## config.mk

```make
export PLATFORM = sky130hd
export DESIGN_NAME = pool3_layer
export DESIGN_NICKNAME = d
export VERILOG_FILES = /design/src/rtl/pool3_pkg.sv /design/src/rtl/vec_max.sv /design/src/rtl/pool3_layer.sv
export SDC_FILE = /design/constraint.sdc
export NUM_CORES = 2
export LEC_CHECK = 0
export CORE_UTILIZATION = 50
export CTS_CLUSTER_DIAMETER = 100
export DETAILED_ROUTE_END_ITERATION = 10
export GPL_ROUTABILITY_DRIVEN = 0
export MAX_ROUTING_LAYER = met4
export PLACE_DENSITY_LB_ADDON = 0.08
export SLEW_MARGIN = 20
export SYNTH_ARGS = -nofsm -noshare
export SYNTH_HDL_FRONTEND = slang
export SYNTH_SLANG_ARGS = --single-unit
```

## constraint.sdc

```tcl
create_clock -name clk -period 7.75 [get_ports clk]
set_input_delay 1.9375 -clock clk [delete_from_list [all_inputs] [get_ports clk]]
set_output_delay 1.9375 -clock clk [all_outputs]
set_load 0.01 [all_outputs]
```

## src/rtl/pool3_pkg.sv

```systemverilog
// Shared types and the lane-wise signed max used by the pool3 max-pooling stage.
package pool3_pkg;

   localparam int DW  = 16;
   localparam int KPF = 4;
   localparam int GRP = 16;

   typedef logic signed [DW-1:0] lane_t;
   typedef lane_t [KPF-1:0]      beat_t;

   function automatic beat_t max4(input beat_t a, input beat_t b);
      beat_t y;
      for (int k = 0; k < KPF; k++)
         y[k] = ($signed(a[k]) > $signed(b[k])) ? a[k] : b[k];
      return y;
   endfunction

endpackage

```

## src/rtl/vec_max.sv

```systemverilog
// Combinational KPF-lane signed maximum of two packed beats.
module vec_max
   import pool3_pkg::*;
(
   input  beat_t a,
   input  beat_t b,
   output beat_t y
);

   assign y = max4(a, b);

endmodule

```

## src/rtl/pool3_layer.sv

```systemverilog
// 2x2 stride-2 max-pooling stage for the conv3 blob stream.
// Optional framing check enabled by defining POOL3_EOP_CHECK_EN.
module pool3_layer
   import pool3_pkg::*;
#(
   parameter int W_IN = 8,
   parameter int H_IN = 8,
   parameter int C_IN = 64,
   parameter int KPF  = 4,
   parameter int DW   = 16
) (
   input  logic              clk,
   input  logic              rst,
   input  logic [KPF*DW-1:0] blob_din,
   input  logic              blob_din_en,
   input  logic              blob_din_eop,
   output logic              blob_din_rdy,
   output logic [KPF*DW-1:0] blob_dout,
   output logic              blob_dout_en,
   output logic              blob_dout_eop,
   input  logic              blob_dout_rdy,
   output logic              pool_err
);

   localparam int GRP  = C_IN / KPF;
   localparam int NBUF = (W_IN / 2) * GRP;
   localparam int GW   = (GRP > 1) ? $clog2(GRP) : 1;
   localparam int WW   = $clog2(W_IN);
   localparam int HW   = $clog2(H_IN);
   localparam int IW   = (NBUF > 1) ? $clog2(NBUF) : 1;

   logic [GW-1:0] g_q;
   logic [WW-1:0] w_q;
   logic [HW-1:0] h_q;
   logic [IW-1:0] idx;
   logic          accept, emit, resync;
   logic          g_last, w_last, h_last, last_beat;

   beat_t din_p0, buf_rd_p0, max_p0;
   beat_t pbuf [NBUF];
   beat_t dout_p1;
   logic  vld_p1, eop_p1;

   assign din_p0       = beat_t'(blob_din);
   assign blob_din_rdy = !vld_p1 || blob_dout_rdy;
   assign accept       = blob_din_en && blob_din_rdy;

   assign g_last    = (g_q == GW'(GRP - 1));
   assign w_last    = (w_q == WW'(W_IN - 1));
   assign h_last    = (h_q == HW'(H_IN - 1));
   assign last_beat = g_last && w_last && h_last;

   // Second row, second column of a window closes it and goes straight out
   assign emit = accept && h_q[0] && w_q[0];
   assign idx  = IW'(int'(w_q >> 1) * GRP + int'(g_q));

`ifdef POOL3_EOP_CHECK_EN
   logic err_q;

   assign resync = accept && blob_din_eop && !last_beat;

   always_ff @(posedge clk or negedge rst) begin
      if (!rst)
         err_q <= 1'b0;
      else if (accept && (blob_din_eop != last_beat))
         err_q <= 1'b1;
   end

   assign pool_err = err_q;
`else
   logic unused_eop;

   assign unused_eop = blob_din_eop;
   assign resync     = 1'b0;
   assign pool_err   = 1'b0;
`endif

   always_ff @(posedge clk or negedge rst) begin
      if (!rst) begin
         g_q <= '0;
         w_q <= '0;
         h_q <= '0;
      end else if (resync) begin
         g_q <= '0;
         w_q <= '0;
         h_q <= '0;
      end else if (accept) begin
         if (g_last) begin
            g_q <= '0;
            if (w_last) begin
               w_q <= '0;
               h_q <= h_last ? '0 : h_q + HW'(1);
            end else begin
               w_q <= w_q + WW'(1);
            end
         end else begin
            g_q <= g_q + GW'(1);
         end
      end
   end

   // Stage p0: partial-max read and combine
   assign buf_rd_p0 = pbuf[idx];

   vec_max u_vec_max (
      .a (buf_rd_p0),
      .b (din_p0),
      .y (max_p0)
   );

   // Buffer is always written before read within a frame, so it needs no reset
   always_ff @(posedge clk) begin
      if (accept && !emit)
         pbuf[idx] <= (h_q[0] || w_q[0]) ? max_p0 : din_p0;
   end

   // Stage p1: output register
   always_ff @(posedge clk or negedge rst) begin
      if (!rst) begin
         vld_p1  <= 1'b0;
         eop_p1  <= 1'b0;
         dout_p1 <= '0;
      end else if (emit) begin
         vld_p1  <= 1'b1;
         eop_p1  <= last_beat;
         dout_p1 <= max_p0;
      end else if (blob_dout_rdy) begin
         vld_p1  <= 1'b0;
         eop_p1  <= 1'b0;
      end
   end

   assign blob_dout     = dout_p1;
   assign blob_dout_en  = vld_p1;
   assign blob_dout_eop = eop_p1;

endmodule

```

; ---- Word-level counts from Yosys, hierarchy flattened
; Memory sizes are Yosys's and may differ from the RTL's.
; Cells that the tools add are included.
[totals]
regBits = 76
latch_bits = 0
ram_bits = 4096
rom_bits = 0
out_inout_bits = 68
memories = 1
[classes]
addsub = 4
n_mul = 0
div = 0
magnitude_cmp = 4
eq_ne = 3
n_shift = 0
muxes = 13
n_bitwise = 0
n_reduce_logical = 13
[mem_list]
columns = memory, depth, width, read_ports, rd_ports_with_merged_regs, wr, line
row1 = pbuf, 64, 64, 1, 0, 1, pool3_layer.sv:40  ; beat_t pbuf [NBUF];
[ops]
columns = cell, n
row1 = 16-bit greater-than comparator, 4
row2 = 16-bit two-way mux, 4
row3 = 64-bit two-way mux, 1
row4 = 3-bit by 1-bit adder with 3-bit output (second input constant), 2
row5 = 6-bit by 4-bit adder with 6-bit output, 1
row6 = 3-bit equality test (second input constant), 2
row7 = 1-bit logical AND, 6
row8 = 3-bit two-way mux, 2
row9 = 1-bit two-way mux, 5
row10 = 4-bit by 1-bit adder with 4-bit output (second input constant), 1
row11 = 4-bit equality test (second input constant), 1
row12 = 4-bit two-way mux, 1
row13 = 3-bit AND reduction, 1
row14 = 1-bit logical NOT, 2
row15 = 1-bit logical OR, 2
row16 = 2-bit AND reduction, 1
row17 = 2-bit nonzero test, 1

; ---- Depth between registers and ports, before layout
[logic_depth]
word_depth = 9
depth_mapped = 23

; ---- By module
; Synthesis repeated with hierarchy kept, for this count alone.
[unflattened]
hier_cells = 9085
area_unflattened_um2 = 160021.0
[by_module_without_submodules]
columns = module, n_inst, cells_per_inst, area_per_inst_um2
row1 = pool3_layer, 1, 8734, 157184.5
row2 = vec_max, 1, 351, 2836.5

; ---- Least setup slack after synthesis
; OpenSTA, ideal clock, no wires.
[synth_path]
path_type = register -> register
from = register g_q[2]
to = memory pbuf[0][12] (netlist name), data pin
setup_time_ns = 0.702
arrival_time_ns = 6.345
required_ns = 7.048
slack_ns = 0.704
stages_incl_launch_ff = 20
n_path_buf = 7
synth_period_minus_slack_ns = 7.046
cell_sequence = dfrtp_1 > buf_6 > buf_6 > buf_2 > buf_4 > buf_6 > buf_2 > mux4_2 > a22oi_1 > o21ai_0 > nor4_2 > inv_1 > ha_1 > nand4_1 > or2_1 > a211o_1 > a31oi_1 > a2111oi_2 > clkbuf_1 > o21ai_0
[synth_via]
elab_chain_cells = 5
[synth_lines]
columns = item, line
row1 = start: declaration, pool3_layer.sv:32  ; logic [GW-1:0] g_q;
row2 = start signal: assignment, pool3_layer.sv:97  ; g_q <= g_q + GW'(1);
row3 = 6-bit by 4-bit adder with 6-bit output *, pool3_layer.sv:55  ; assign idx = IW'(int'(w_q >> 1) * GRP + int'(g_q));
row4 = memory read 64 x 64 bit *, n/a
row5 = 16-bit greater-than comparator, pool3_pkg.sv:14  ; y[k] = ($signed(a[k]) > $signed(b[k])) ? a[k] : b[k];
row6 = 16-bit two-way mux *, pool3_pkg.sv:14
row7 = 64-bit two-way mux *, pool3_layer.sv:114  ; pbuf[idx] <= (h_q[0] || w_q[0]) ? max_p0 : din_p0;
row8 = end: declaration, pool3_layer.sv:40
; Mark *: on every way between the ends. The rest lies on a longest branch, timed or not.

; ---- Worst setup path in the final report
[layout_path]
from = register g_q[1]
to = memory pbuf[55][11] (netlist name), data pin
; Same word-level chain as after synthesis.

==> flow_metrics.env <==
export IMPL_outcome="finished, final reports clean"
export IMPL_final_design_area_no_fill_um2=188000
export IMPL_die_height_um=574
export IMPL_rsz0062_at_grt="no"
export IMPL_criticalPathCategory="reg2reg"
export IMPL_finish_utilization_pct=57.8
export IMPL_worst_skew_pair_late_latency_ns=1.01
export IMPL_number_of_nets_in_the_synthesized_netlist=9027
export IMPL_yosys_cell_types_count=83
export IMPL_drt_antenna_violating_nets=0
export IMPL_postPlaceCellArea_um2=174000
export IMPL_ys_seq_area_share_pct=76.3
export IMPL_count_of_flip_flops_with_a_built_in_enable_after_synthesis=4096
export IMPL_finalNonFillerCells=14100
export IMPL_post_detailed_routing_wire_length_mm=625
export IMPL_maxCapViolCount=0
export IMPL_finalMaxSlewViolations=0
export IMPL_synth_largest_type_area_fraction_pct=75.1
export IMPL_peakVddDrop_uv=333
export IMPL_cts_root_buf="sky130_fd_sc_hd__clkbuf_16"
export IMPL_die_width_um=574
export IMPL_tritoncts="yes"
export IMPL_floorplan_die_area_um2=330000
export IMPL_post_cts_setup_buffers=0
export IMPL_netlist_area_um2=164000
export IMPL_total_leakage_power_nw=61.4
export IMPL_h_tree_depth=5
export IMPL_cts_repair_resize_count=0
export IMPL_area_growth_syn_to_layout_pct=14.7
export IMPL_post_synth_cell_area_avg_um2=18.4
export IMPL_post_route_period_util_pct=97.6
export IMPL_post_drt_via_cell_ratio=7.18
export IMPL_detailroute_via_count=101000
export IMPL_design_final_nets=9482
export IMPL_worst_path_max_fanout=64
export IMPL_synth_main_ff_cell="sky130_fd_sc_hd__edfxtp_1"
export IMPL_grt_antenna_before_repair=39
export IMPL_crit_arrival_ns=8.28
export IMPL_synth_top_area_cell="sky130_fd_sc_hd__edfxtp_1"
export IMPL_worstSetupStartpointType="flip-flop"
export IMPL_drc_errors=0
export IMPL_ys_warnings_count=0
export IMPL_total_count_of_hold_check_failures_in_the_final_report=0
export IMPL_synthCells=8889
export IMPL_drtIter0Drc=18200
export IMPL_worst_clock_skew_ns=0.0417
export IMPL_io_buf_count=134
export IMPL_worst_slew_margin_pct=15.5
export IMPL_clockBufferDepth=4
export IMPL_fp_row_count=209
export IMPL_cts_made_buffers=425
export IMPL_ioPinCount=137
export IMPL_worst_hold_path_type="reg2reg"
export IMPL_timing_worst_slew_pin_value_ns=1.27
export IMPL_grt_max_degree=93
export IMPL_route_detailed_wl_per_inst_um=44.4
export IMPL_critPathCaptureType="flip-flop"
export IMPL_remaining_global_route_overflow=0
export IMPL_dp_slack_ns=0.440
export IMPL_dp_hpwl_mm=329
export IMPL_cts_hold_repair_buffers=0
export IMPL_post_route_worst_setup_slack_ns=0.183
export IMPL_core_area_um2=325000
export IMPL_synth_async_reset_ratio_pct=1.82
export IMPL_grt_use_total_pct=38.4
export IMPL_timing_final_crit_period_ns=7.57
export IMPL_required_ns=8.46
export IMPL_timing_setup_tns_ns=0
export IMPL_final_setup_violation_count=0
export IMPL_power_per_cell_area_nw_per_um2=405
export IMPL_vias_in_the_first_global_route=93400
export IMPL_fill_cells=24200
export IMPL_place_inst=13200
export IMPL_tritoncts_num_sinks=4172
export IMPL_synth_seq_cells=4172
export IMPL_start_util_pct=50.4
export IMPL_path_clk_slew_ns=0.06
export IMPL_synth_area_top_cells="sky130_fd_sc_hd__edfxtp_1 75%, sky130_fd_sc_hd__mux2i_1 3.8%, sky130_fd_sc_hd__mux4_2 3.0%, sky130_fd_sc_hd__mux2_2 2.5%, sky130_fd_sc_hd__a221oi_1 1.8%"
export IMPL_fmaxAchievable_mhz=132
export IMPL_drt_pass1_iter_count=7
export IMPL_post_route_cells_drive_above_1_share_pct=19.5
export IMPL_grt_first_pass_wirelength_mm=827
stage by stage:
step	power, mW	hold WS (ns)
6_report	76.1	0.517
5_1_grt	77.7	0.538
4_1_cts	75.3	0.511
3_5_place_dp	55.5	0.495
3_3_place_gp	54.9	0.484
2_1_floorplan	44.0	0.454
cell usage in the layout, fill, tap and decap left out, types with 68 or more instances in the layout:
| cell | count |
|---|---|
| sky130_fd_sc_hd__o22ai_1 | 315 |
| sky130_fd_sc_hd__ha_1 | 69 |
| sky130_fd_sc_hd__clkinv_2 | 73 |
| sky130_fd_sc_hd__a22oi_1 | 280 |
| sky130_fd_sc_hd__clkbuf_16 | 432 |
| sky130_fd_sc_hd__a22o_1 | 210 |
| sky130_fd_sc_hd__mux2i_1 | 619 |
| sky130_fd_sc_hd__a221o_1 | 125 |
| sky130_fd_sc_hd__o21ai_0 | 225 |
| sky130_fd_sc_hd__nor2_4 | 68 |
| sky130_fd_sc_hd__clkdlybuf4s50_1 | 133 |
| sky130_fd_sc_hd__nor2_1 | 126 |
| sky130_fd_sc_hd__edfxtp_1 | 4096 |
| sky130_fd_sc_hd__a221oi_1 | 344 |
| sky130_fd_sc_hd__mux2_2 | 351 |
| sky130_fd_sc_hd__mux4_2 | 217 |
| sky130_fd_sc_hd__inv_1 | 82 |
| sky130_fd_sc_hd__clkinv_1 | 95 |
| sky130_fd_sc_hd__buf_4 | 342 |
| sky130_fd_sc_hd__nand2_1 | 175 |
| sky130_fd_sc_hd__buf_12 | 168 |
| sky130_fd_sc_hd__a21oi_1 | 238 |
| sky130_fd_sc_hd__clkbuf_1 | 102 |
| sky130_fd_sc_hd__dfrtp_1 | 73 |
power breakdown:
part	leakage, nW	internal [mW]	switching, mW
combinational	16.9	7.78	18.2
clock	6.58	11.5	8.74
sequential	37.9	29.6	0.332
total	61.4	48.8	27.3
per-layer routing:
metal	track usage (%)	routed length [um]	vias up
li1	-	-	37900
met1	52.1	233000	53400
met3	8.85	83600	1389
met4	15.2	27400	0
met5	-	0	-
met2	56.3	281000	8308
state kept, by name (all words and copies together), names as in the netlist:
name,cells
blob_dout,64
blob_dout_en,1
blob_dout_eop,1
g_q,4
h_q,3
pbuf,4096
w_q,3
critical path, stage by stage, from the launching register on:
cell                        delay (ns)
sky130_fd_sc_hd__dfrtp_4          0.84
sky130_fd_sc_hd__buf_12           0.36
sky130_fd_sc_hd__buf_12           0.38
sky130_fd_sc_hd__mux4_2           0.55
sky130_fd_sc_hd__a22o_1           0.28
sky130_fd_sc_hd__or3_1            0.42
sky130_fd_sc_hd__nor4b_2          0.58
sky130_fd_sc_hd__buf_4            0.35
sky130_fd_sc_hd__inv_1            0.07
sky130_fd_sc_hd__ha_1             0.28
sky130_fd_sc_hd__nand4_1          0.15
sky130_fd_sc_hd__or2_1            0.28
sky130_fd_sc_hd__a211o_1          0.32
sky130_fd_sc_hd__and3_1           0.23
sky130_fd_sc_hd__a2111oi_4        0.54
sky130_fd_sc_hd__buf_4            0.43
sky130_fd_sc_hd__nor2_1           0.14
sky130_fd_sc_hd__a21oi_4          0.26
sky130_fd_sc_hd__buf_4            0.53
path summary, 6_finish.rpt:
check | start | end | slack, ns | cells after the start
max | g_q[1]$_DFFE_PN0P_ | pbuf[55][11]$_DFFE_PP_ | 0.18 | 18
min | h_q[1]$_DFFE_PN0P_ | h_q[1]$_DFFE_PN0P_ | 0.52 | 2
max reg2reg | g_q[1]$_DFFE_PN0P_ | pbuf[55][11]$_DFFE_PP_ | 0.18 | 18
min reg2reg | h_q[1]$_DFFE_PN0P_ | h_q[1]$_DFFE_PN0P_ | 0.52 | 2
max in group asynchronous | rst | g_q[2]$_DFFE_PN0P_ | 5.60 | 2
min in group asynchronous | rst | blob_dout[25]$_DFFE_PN0P_ | 0.86 | 1
cell type report:
type / count / area (um^2) / share of cell area, %
inverter: 85 / 342 / 0.182
sequential: 4172 / 125000 / 66.5
clock inverter: 237 / 2240 / 1.19
multi-input combinational: 4010 / 36000 / 19.2
clock buffer: 538 / 11200 / 5.99
antenna: 43 / 108 / 0.0573
timing repair buffer: 650 / 7450 / 3.97
tap: 4325 / 5410 / 2.88
synth_stat cells, drive strengths merged (48+ instances only):
master / number
nand2: 180
a221oi: 355
mux2: 390
edfxtp: 4096
nor2: 197
a21oi: 248
dfrtp: 76
buf: 462
a22o: 210
ha: 69
mux4: 217
a22oi: 280
a221o: 125
a21o: 48
o21ai: 235
clkbuf: 160
inv: 85
o22ai: 315
mux2i: 627
nand3: 50
cells by family (layout without fill, tap and decap cells):
| family | Yosys count | in the layout | share of synthesized area, % |
|---|---|---|---|
| and+or+nand+nor | 631 | 631 | 1.95 |
| muxes | 1234 | 1234 | 9.52 |
| adders and majority gates | 69 | 69 | 0.527 |
| other | 1 | 44 | 0.00229 |
| DFF | 4172 | 4172 | 76.3 |
| buffers and inverters | 707 | 1510 | 2.37 |
| AOI/OAI and AO/OA | 2074 | 2074 | 9.36 |
| xor gates and xnor gates | 1 | 1 | 0.00535 |
Power figures use the tool's default switching activity.
